[src/rtl/mem_arbiter_pkg.sv]
// Shared types for the unified-RAM arbiter: RAM status codes and the latched request payload.
package mem_arbiter_pkg;

    localparam int unsigned WORD_W = 32;

    typedef enum logic [1:0] {
        FREE   = 2'd0,
        BUSY   = 2'd1,
        ACCESS = 2'd2,
        ERROR  = 2'd3
    } ramstate_t;

    typedef struct packed {
        logic              isWrite;
        logic [WORD_W-1:0] addr;
        logic [WORD_W-1:0] store;
    } ramreq_t;

endpackage

[src/rtl/mem_arbiter.sv]
// Shares the single-port unified RAM between instruction fetch and the data port.
// Data wins arbitration; persistent RAM errors are converted into a sticky fault flag.
module mem_arbiter
    import mem_arbiter_pkg::*;
#(
    parameter int unsigned MAX_RETRY = 4
) (
    input  logic              CLK,
    input  logic              nRST,
    input  logic              iREN,
    input  logic [WORD_W-1:0] iaddr,
    input  logic              dREN,
    input  logic              dWEN,
    input  logic [WORD_W-1:0] daddr,
    input  logic [WORD_W-1:0] dstore,
    input  ramstate_t         ramstate,
    input  logic [WORD_W-1:0] ramload,
    output logic              ramREN,
    output logic              ramWEN,
    output logic [WORD_W-1:0] ramaddr,
    output logic [WORD_W-1:0] ramstore,
    output logic              ihit,
    output logic              dhit,
    output logic [WORD_W-1:0] iload,
    output logic [WORD_W-1:0] dload,
    output logic              fault
);

    localparam int unsigned CNT_W = $clog2(MAX_RETRY + 1);
    localparam logic [CNT_W-1:0] LAST_ERR = CNT_W'(MAX_RETRY - 1);
    localparam logic [CNT_W-1:0] CNT_MAX  = CNT_W'(MAX_RETRY);

    typedef enum logic [1:0] {
        IDLE = 2'd0,
        DGNT = 2'd1,
        IGNT = 2'd2
    } state_t;

    state_t           state;
    state_t           stateNext;
    ramreq_t          req;
    ramreq_t          reqNext;
    logic [CNT_W-1:0] retryCnt;
    logic [CNT_W-1:0] retryNext;
    logic             faultReg;
    logic             faultNext;
    logic             dReq;
    logic             ownerReq;

    assign dReq     = dREN | dWEN;
    assign ownerReq = (state == DGNT) ? dReq : iREN;

    // RAM address and store data only ever come from the latched request.
    assign ramaddr  = req.addr;
    assign ramstore = req.store;
    assign fault    = faultReg;

    always_ff @(posedge CLK or negedge nRST) begin
        if (!nRST) begin
            state    <= IDLE;
            req      <= '0;
            retryCnt <= '0;
            faultReg <= 1'b0;
        end else begin
            state    <= stateNext;
            req      <= reqNext;
            retryCnt <= retryNext;
            faultReg <= faultNext;
        end
    end

    // Arbitration, completion, abort and retry accounting.
    always_comb begin
        stateNext = state;
        reqNext   = req;
        retryNext = retryCnt;
        faultNext = faultReg;
        ramREN    = 1'b0;
        ramWEN    = 1'b0;
        ihit      = 1'b0;
        dhit      = 1'b0;
        iload     = '0;
        dload     = '0;

        unique case (state)
            IDLE: begin
                if (dReq) begin
                    reqNext.isWrite = dWEN;
                    reqNext.addr    = daddr;
                    reqNext.store   = dstore;
                    retryNext       = '0;
                    stateNext       = DGNT;
                end else if (iREN) begin
                    reqNext.addr = iaddr;
                    retryNext    = '0;
                    stateNext    = IGNT;
                end
            end

            DGNT, IGNT: begin
                ramREN = (state == IGNT) || !req.isWrite;
                ramWEN = (state == DGNT) && req.isWrite;

                if (ramstate == ACCESS) begin
                    if (state == DGNT) begin
                        dhit  = 1'b1;
                        dload = ramload;
                    end else begin
                        ihit  = 1'b1;
                        iload = ramload;
                    end
                    stateNext = IDLE;
                end else if (!ownerReq) begin
                    stateNext = IDLE;
                end else if (ramstate == ERROR) begin
                    // The last tolerated error abandons the transaction.
                    if (retryCnt == LAST_ERR) begin
                        retryNext = CNT_MAX;
                        faultNext = 1'b1;
                        stateNext = IDLE;
                    end else if (retryCnt < CNT_MAX) begin
                        retryNext = retryCnt + CNT_W'(1);
                    end
                end
            end

            default: stateNext = IDLE;
        endcase
    end

endmodule

[config.mk]
export PLATFORM = sky130hd
export DESIGN_NAME = mem_arbiter
export DESIGN_NICKNAME = d
export VERILOG_FILES = /design/src/rtl/mem_arbiter_pkg.sv /design/src/rtl/mem_arbiter.sv
export SDC_FILE = /design/constraint.sdc
export NUM_CORES = 1
export LEC_CHECK = 0
export ABC_CLOCK_PERIOD_IN_PS = 4400
export BUFFER_PORTS_ARGS = -buffer_cell sky130_fd_sc_hd__clkbuf_2
export CAP_MARGIN = 20
export CORE_AREA = 2 2 104 106
export DETAILED_ROUTE_END_ITERATION = 8
export DIE_AREA = 0 0 106 108
export GPL_TIMING_DRIVEN = 0
export PLACE_DENSITY = 0.77
export SLEW_MARGIN = 10
export SYNTH_ARGS = -nofsm -noshare
export SYNTH_HDL_FRONTEND = slang
export SYNTH_SLANG_ARGS = --single-unit
[constraint.sdc]
create_clock -name CLK -period 4.4 [get_ports CLK]
set_input_delay 0.88 -clock CLK [delete_from_list [all_inputs] [get_ports CLK]]
set_output_delay 0.88 -clock CLK [all_outputs]
set_load 0.02 [all_outputs]
==> results of run 1 <==
[per-stage QoR]
step | area [µm²] | instances | power, µW | setup WS (ns)
2_1_floorplan | 4090 | 431 | 2930 | 1.56
3_3_place_gp | 5590 | 833 | 3560 | 1.54
3_5_place_dp | 5620 | 834 | 3640 | 1.54
4_1_cts | 5830 | 850 | 4200 | 1.31
5_1_grt | 5830 | 850 | 4450 | 1.15
6_report | 5830 | 850 | 4150 | 1.36
[synthesized netlist by cell type (all sizes together), types with 2 or more instances]
cell / count
a21oi: 6
and2: 2
buf: 76
clkbuf: 11
dfrtp: 71
ha: 6
inv: 6
mux2: 33
mux2i: 32
nand2: 69
nand2b: 3
nor2: 66
nor2b: 2
o21ai: 37
o2bb2ai: 2
[logic make-up after synthesis]
family,share of synthesized area
simple gates,0.147
fa+ha+maj,0.0184
mux,0.170
flops,0.434
buf+inv,0.155
compound gates,0.0759
[how the worst max path moves through the flow]
stage                           end  cells after the start            startpoint  slack, ns
final                     dload[28]                      7  state[0]$_DFFE_PN0P_       1.36
after global routing      dload[28]                      7  state[0]$_DFFE_PN0P_       1.15
after CTS                 iload[23]                      7  state[0]$_DFFE_PN0P_       1.31
after detailed placement  dload[14]                      6           ramstate[1]       1.54
after global placement    dload[28]                      6           ramstate[1]       1.54
after floorplan           iload[27]                      3           ramstate[1]       1.56
[flip-flops by register name, indices dropped and copies added (netlist names)]
register / flops
fault: 1
ramstore: 32
ramaddr: 32
req: 1
state: 2
retryCnt: 3
[power by group through the flow]
stage          sequential [µW]  clock (µW)  combinational (µW)
2_1_floorplan             1120           0                1810
3_3_place_gp              1140           0                2420
3_5_place_dp              1160           0                2480
4_1_cts                   1150         562                2480
5_1_grt                   1190         595                2670
6_report                  1150         543                2460
[routing by layer]
| metal | vias up | wire, µm |
|---|---|---|
| li1 | 1897 | - |
| met1 | 1779 | 4170 |
| met2 | 164 | 6190 |
| met3 | 11 | 774 |
| met4 | 0 | 142 |
| met5 | - | 0 |
[worst reg2reg max path, stage by stage (launching register included)]
cell and delay (ns):
dfrtp_1 0.39, inv_1 0.08, ha_1 0.27, buf_2 0.23, nor2_1 0.09, a21oi_2 0.16, o211ai_2 0.15, mux2_4 0.32
[area by class of cell]
cell class	instances	area, µm²	share of cell area
well taps	136	170	0.0292
plain buffers	87	611	0.105
flip-flops and latches	71	1780	0.305
clock buffers	13	169	0.0290
multi-input cells	267	1680	0.288
repair buffers	267	1360	0.233
clock inverters	3	40.0	0.00687
inverters	6	22.5	0.00386
==> flow_summary.ini, run 1 <==
[pwr]
switchingPower_uw = 1790
leakagePower_uw = 0.00319
p_int_uw = 2370
pwr-share-clk = 0.131
switching_share = 0.430
power_frac_seq = 0.277
comb_power_share = 0.592
p_per_area_mw_per_mm2 = 712
ir_worst_vdd_uv = 395

[setup_path]
worstPathRequired_ns = 3.52
cp_top_family = buffers and inverters
r2r_slack_ns = 2.59
worst_ep_arrival_time_ns = 2.16
cpMaxStageDelayCell = dfrtp_1
critPathMaxStageDelay_ns = 0.39
crit_buf_inv = 4
cp-end-kind = output port
crit_chain = inv_1 > ha_1 > buf_2 > clkbuf_1 > nand2_1 > nor2_1 > clkbuf_2
crit_path_start_kind = flop
r2r_end = retryCnt[1]$_DFFE_PN0P_
timing.rr.start = state[0]$_DFFE_PN0P_
crit_fanout = 10
critPathKind = flop to output port
ff2ff_path_depth = 7

[sta]
setup_viol = 0
post-route-min-period_ns = 3.04
report.final.slew_viol_count = 0
finalHoldViolations = 0
fin_tns_setup_ns = 0
slew-limit-headroom = 0.663
skew_ns = 0.0108
timing.hold.ws_ns = 0.413
max_freq_mhz = 329
worst_pin_slew_ns = 0.506
timing.final.crit_share = 0.691
rsz0062_at_grt = no

[floorplan]
ios = 268
die_w_um = 106
die-area_mm2 = 0.0114
die_h_um = 108
initial_utilization = 0.400
rows = 37
coreArea_mm2 = 0.0102

[grt]
grt_busiest_layer = met2
use_met2 = 0.375
overflow = 0
gr-usage-all-layers = 0.195
grt_util_met3 = 0.0561
grt_pass1_wl_um = 17600
grt_pass1_vias = 3763
antenna_found_initial = 0
grtUsageMet1 = 0.204
grt_max_degree = 59

[clocking]
cts_root_buf = clkbuf_8
cts_buffers = 9
clk_pin_slew_worst_paths_ns = 0.07
cts_setup_buffers = 0
insertion_delay_ns = 0.34
cts_resized = 0
clock_path_buffers = 2
tritoncts = done
clkSinkCount = 71
cts_htree_levels = 3
cts_hold_buf = 0

[finish]
drive_gt1_frac = 0.562
final_cell_mix = clkbuf_2 (267), dfrtp_1 (71), nand2_1 (69)
antenna_cells = 0
final_common_cell = clkbuf_2
postLayoutCoreUtil = 0.570
fin_nets = 850
area_growth_pct = 42.6
num-fill-cells = 923

[logic_synthesis]
synthTopCellsByArea = dfrtp_1 (43%), buf_4 (12%), mux2_2 (8.8%)
yosysUniqueCellTypes = 32
synth_top_area_share = 0.434
synth_seq_cells = 71
synth_cells = 431
yosysSeqAreaShare = 0.434
synth_nets = 572
synth_edf_count = 0
synth_top_area_cell = dfrtp_1
syn_area_mm2 = 0.00409
yosysWarnings = 0
syn_avg_cell_area_um2 = 9.49
synth_ff_type = dfrtp_1
async_flop_share = 1.00

[detailed_routing]
antenna_left = 0
drc = 0
post_drt_wl_per_cell_um = 13.3
vias = 3851
vias_per_cell = 4.53
drt_iter0_drc = 207
wirelength_um = 11300
drt_pass1_iterations = 4

[run]
drv_cap = 0

[placed_design]
gp_congestion = 0.790
io_buffers = 266
dp_hpwl_um = 9260

[min_path]
hold_path_class = input pin to asynchronous set/reset pin

[status]
status = completed
No activity file was read; power rests on OpenSTA's default activity.
==> inputs of run 2 (changes only) <==
ABC_CLOCK_PERIOD_IN_PS = 2500   (was 4400)
CORE_AREA = default   (was 2 2 104 106)
CORE_UTILIZATION = 39   (was default)
DIE_AREA = default   (was 0 0 106 108)
PLACE_DENSITY = 0.79   (was 0.77)
clock period = 2.5 ns   (was 4.4 ns; I/O delays follow)
==> run 2 against run 1 <==
Compared with the run above: clock skew decreased by 0.0087 ns; critical path depth unchanged; sequential power increased by 77%; sequential share of layout area decreased by 0.059 points; cell count increased by 0.12%; sequential cell count unchanged.
==> flow_summary.ini, run 2 (synthesis gave the netlist of run 1 again) <==
[status]
status = completed

[pwr]
leakagePower_uw = 0.00321
ir_worst_vdd_uv = 630
p_per_area_mw_per_mm2 = 1260

[sta]
setup_viol = 0
fin_tns_setup_ns = 0
timing.hold.ws_ns = 0.149
layout_setup_ws_ns = 0.157
slew-limit-headroom = 0.651
worst_pin_slew_ns = 0.524
timing.final.crit_share = 0.937
skew_ns = 0.00211
report.final.slew_viol_count = 0
max_freq_mhz = 427
rsz0062_at_grt = no
finalHoldViolations = 0
post-route-min-period_ns = 2.34

[finish]
antenna_cells = 0
num-fill-cells = 928
final_cell_mix = clkbuf_2 (268), dfrtp_1 (71), buf_4 (70)
final_common_cell = clkbuf_2
postLayoutCoreUtil = 0.571
drive_gt1_frac = 0.573
fin_nets = 851
area_growth_pct = 42.8

[floorplan]
coreArea_mm2 = 0.0102
die_h_um = 104
initial_utilization = 0.400
die_w_um = 104
rows = 37
ios = 268
die-area_mm2 = 0.0109

[detailed_routing]
drt_iter0_drc = 193
vias = 3877
drc = 0
drt_pass1_iterations = 4
antenna_left = 0
highest_layer = met4
wl_met3_um = 591
dr_wl_met2_um = 6210
met1_length_um = 4130
wirelength_um = 11300
post_drt_wl_per_cell_um = 13.3
vias_per_cell = 4.56

[setup_path]
critPathKind = flop to output port
worstPathRequired_ns = 2.00
crit_chain = inv_1 > ha_1 > buf_6 > buf_4 > nand2_1 > nor2_1 > clkbuf_2
cp-end-kind = output port
r2r_end = retryCnt[1]$_DFFE_PN0P_
crit_fanout = 10
timing.rr.start = state[0]$_DFFE_PN0P_
cp_num_cells = 7
r2r_slack_ns = 0.76
cp_top_family = buffers and inverters
crit_buf_inv = 4
worst_ep_arrival_time_ns = 1.84
cpMaxStageDelayCell = dfrtp_1
crit_path_start_kind = flop
critPathMaxStageDelay_ns = 0.37
ff2ff_path_depth = 6

[clocking]
clkSinkCount = 71
cts_root_buf = clkbuf_8
tritoncts = done
cts_htree_levels = 3
clock_path_buffers = 2
cts_buffers = 9
clk_pin_slew_worst_paths_ns = 0.07
insertion_delay_ns = 0.34
cts_hold_buf = 0

[grt]
grt_max_degree = 37
gr-usage-all-layers = 0.210
grt_pass1_wl_um = 17900
antenna_found_initial = 0
grt_pass1_vias = 3837
overflow = 0

[placed_design]
gp_congestion = 0.895
post-place-ws_ns = 0.157
dp_hpwl_um = 9370
io_buffers = 266

[min_path]
hold_path_class = input pin to asynchronous set/reset pin

[run]
drv_cap = 0
[run 2: worst max path at each step]
stage                               from        end  slack (ns)
CTS                 state[0]$_DFFE_PN0P_  dload[28]        0.01
global placement    state[0]$_DFFE_PN0P_  dload[28]        0.21
global route        state[1]$_DFFE_PN0P_  iload[30]       0.001
finish              state[0]$_DFFE_PN0P_  iload[14]        0.16
floorplan           state[0]$_DFFE_PN0P_  iload[27]        0.14
detailed placement  state[0]$_DFFE_PN0P_  dload[28]        0.16
[run 2: worst register-to-register path, cell delays in order (launching register included)]
cell	delay, ns
dfrtp_1	0.37
inv_1	0.08
ha_1	0.31
and2b_1	0.23
a21oi_2	0.18
o211ai_2	0.15
mux2_4	0.32
[run 2: power by group]
group,switching [µW],internal (µW)
Combinational,2450,1970
Sequential,305,1730
Clock,417,484
Total,3170,4180
[run 2: per-stage QoR]
| stage | area (µm²) | total power [µW] | cells |
|---|---|---|---|
| final | 5840 | 7360 | 851 |
| after global routing | 5840 | 7860 | 851 |
| after CTS | 5820 | 7380 | 850 |
| after detailed placement | 5610 | 6430 | 834 |
| after global placement | 5590 | 6280 | 833 |
| after floorplan | 4090 | 5150 | 431 |
[run 2: cell type report]
class / instances / area (µm²) / share of cell area
Inverter: 6 / 22.5 / 0.00386
Buffer: 87 / 633 / 0.108
Timing Repair Buffer: 268 / 1360 / 0.233
Sequential cell: 71 / 1780 / 0.304
Multi-Input combinational cell: 267 / 1690 / 0.289
Tap cell: 136 / 170 / 0.0291
Clock inverter: 4 / 45.0 / 0.00771
Clock buffer: 12 / 145 / 0.0248
[run 2: per-layer routing]
| layer | GRT usage | vias to the layer above |
|---|---|---|
| met5 | 0 | - |
| met4 | 0.114 | 0 |
| met3 | 0.0382 | 22 |
| met2 | 0.401 | 154 |
| met1 | 0.213 | 1804 |
| li1 | - | 1897 |
[run 2: what timing repair did]
item	4_1_cts	5_1_grt
pin swaps	0	0
gates resized for setup	6	19
setup buffers	0	1
setup endpoints to repair	61	52
==> inputs of run 3 (changes only) <==
BUFFER_PORTS_ARGS = -buffer_cell sky130_fd_sc_hd__buf_2   (was -buffer_cell sky130_fd_sc_hd__clkbuf_2)
==> run 3 against run 2 <==
Compared with the run above: first-iteration DRC count up 54%; core utilization up 0.15 points; wire length up 1.1%; combinational power about the same; sequential share of layout area down 0.078 points; largest cell class unchanged; critical path depth unchanged.
==> flow_summary.ini, run 3 (synthesis gave the netlist of run 1 again) <==
[status]
status = completed

[clocking]
tritoncts = done
clkSinkCount = 71
cts_htree_levels = 3
cts_buffers = 9
cts_root_buf = clkbuf_8
clk_pin_slew_worst_paths_ns = 0.07
insertion_delay_ns = 0.34
cts_hold_buf = 0
clock_path_buffers = 2

[setup_path]
cpMostUsedCell = inv_1
r2r_end = retryCnt[1]$_DFFE_PN0P_
critPathKind = flop to output port
cp-endpoint = iload[27]
ff2ff_path_depth = 6
cpMaxStageDelayCell = dfrtp_1
cp_num_cells = 7
r2r_slack_ns = 0.79
critPathMaxStageDelay_ns = 0.35
cp_top_family = buffers and inverters
startpoint = state[1]$_DFFE_PN0P_
timing.rr.start = state[1]$_DFFE_PN0P_
cp-end-kind = output port
worstPathRequired_ns = 2.00
crit_buf_inv = 4
crit_chain = inv_1 > ha_1 > buf_4 > inv_1 > nor3b_2 > and2_1 > buf_2
crit_fanout = 10
worst_ep_arrival_time_ns = 1.85
crit_path_start_kind = flop

[run]
drv_cap = 0

[finish]
final_cell_mix = buf_2 (270), buf_4 (72), dfrtp_1 (71)
multi_input_area_mm2 = 0.00169
fin_nets = 851
fin_area_mm2 = 0.00586
antenna_cells = 0
drive_gt1_frac = 0.575
final_cells = 851
area_growth_pct = 43.2
num-fill-cells = 923
final_common_cell = buf_2
seqCellArea_mm2 = 0.00178

[floorplan]
ios = 268
die_w_um = 104
die_h_um = 104
rows = 37
coreArea_mm2 = 0.0102
initial_utilization = 0.400
die-area_mm2 = 0.0109

[detailed_routing]
dr_wl_met2_um = 6190
drt_pass1_iterations = 4
highest_layer = met5
antenna_left = 0
wirelength_um = 11400
vias = 3937
met1_length_um = 4220
drt_iter0_drc = 298
vias_per_cell = 4.63
wl_met3_um = 591
post_drt_wl_per_cell_um = 13.4
drc = 0

[placed_design]
io_buffers = 266
gp_congestion = 0.920
dp_cells = 834
placed_cell_area_mm2 = 0.00561
dp_hpwl_um = 9380

[pwr]
comb_power_share = 0.596
leakagePower_uw = 0.00324
ir_worst_vdd_uv = 570
switching_share = 0.426
p_per_area_mw_per_mm2 = 1260
switchingPower_uw = 3150
power_frac_seq = 0.276
pwr-share-clk = 0.128
p_int_uw = 4240

[sta]
max_freq_mhz = 425
report.final.slew_viol_count = 0
timing.final.crit_share = 0.941
post-route-min-period_ns = 2.35
rsz0062_at_grt = no
skew_ns = 0.00825
worst_pin_slew_ns = 0.486
setup_viol = 0
fin_tns_setup_ns = 0
slew-limit-headroom = 0.676
finalHoldViolations = 0

[grt]
overflow = 0
grt_pass1_wl_um = 18000
grt_pass1_vias = 3902
grt_max_degree = 40
antenna_found_initial = 1
gr-usage-all-layers = 0.208

[min_path]
hold_path_class = input pin to asynchronous set/reset pin
-- run 3: metrics by stage --
step                       util  hold WS (ns)  total power (µW)  setup WS (ns)
after floorplan               -         0.204              5150          0.138
after global placement    0.547         0.455              6270          0.226
after CTS                 0.570         0.107              7420         0.0448
after global routing      0.572         0.117              7900        0.00171
after detailed placement  0.549         0.470              6410          0.204
final                     0.572         0.110              7390          0.147
-- run 3: final cells by class --
type / count / area share
inverter: 6 / 0.00385
sequential: 71 / 0.303
timing repair buffer: 268 / 0.232
multi-input combinational: 267 / 0.288
clock buffer: 13 / 0.0288
tap: 136 / 0.0291
buffer: 87 / 0.107
clock inverter: 3 / 0.00684
-- run 3: power groups by stage --
stage | logic, µW | registers (µW) | clock network (µW)
4_1_cts | 4390 | 2040 | 980
5_1_grt | 4760 | 2100 | 1040
2_1_floorplan | 3180 | 1970 | 0
3_3_place_gp | 4260 | 2010 | 0
3_5_place_dp | 4350 | 2060 | 0
6_report | 4400 | 2040 | 949
-- run 3: metal layers --
layer	up-vias	global-route usage
li1	1901	-
met1	1827	0.216
met5	-	0
met2	178	0.398
met4	2	0.106
met3	29	0.0345
-- run 3: worst min-delay path by stage --
stage                            startpoint                  endpoint  cells after the start
after floorplan                        nRST         fault$_DFFE_PN0P_                      0
after global placement    fault$_DFFE_PN0P_         fault$_DFFE_PN0P_                      1
after detailed placement  fault$_DFFE_PN0P_         fault$_DFFE_PN0P_                      1
after CTS                              nRST  ramstore[29]$_DFFE_PN0P_                      1
after global routing                   nRST   retryCnt[0]$_DFFE_PN0P_                      1
final                                  nRST   retryCnt[1]$_DFFE_PN0P_                      1
-- run 3: timing repair --
| item | 4_1_cts | 5_1_grt |
|---|---|---|
| buffers inserted | 0 | 1 |
| setup endpoints to repair | 61 | 48 |
| gates resized for setup | 5 | 16 |
-- run 3: worst register-to-register path, stage by stage (launching register included) --
cell and delay, ns:
dfrtp_1 0.35, inv_1 0.09, ha_1 0.30, and2b_1 0.22
a21oi_2 0.17, o211ai_2 0.15, mux2_4 0.32
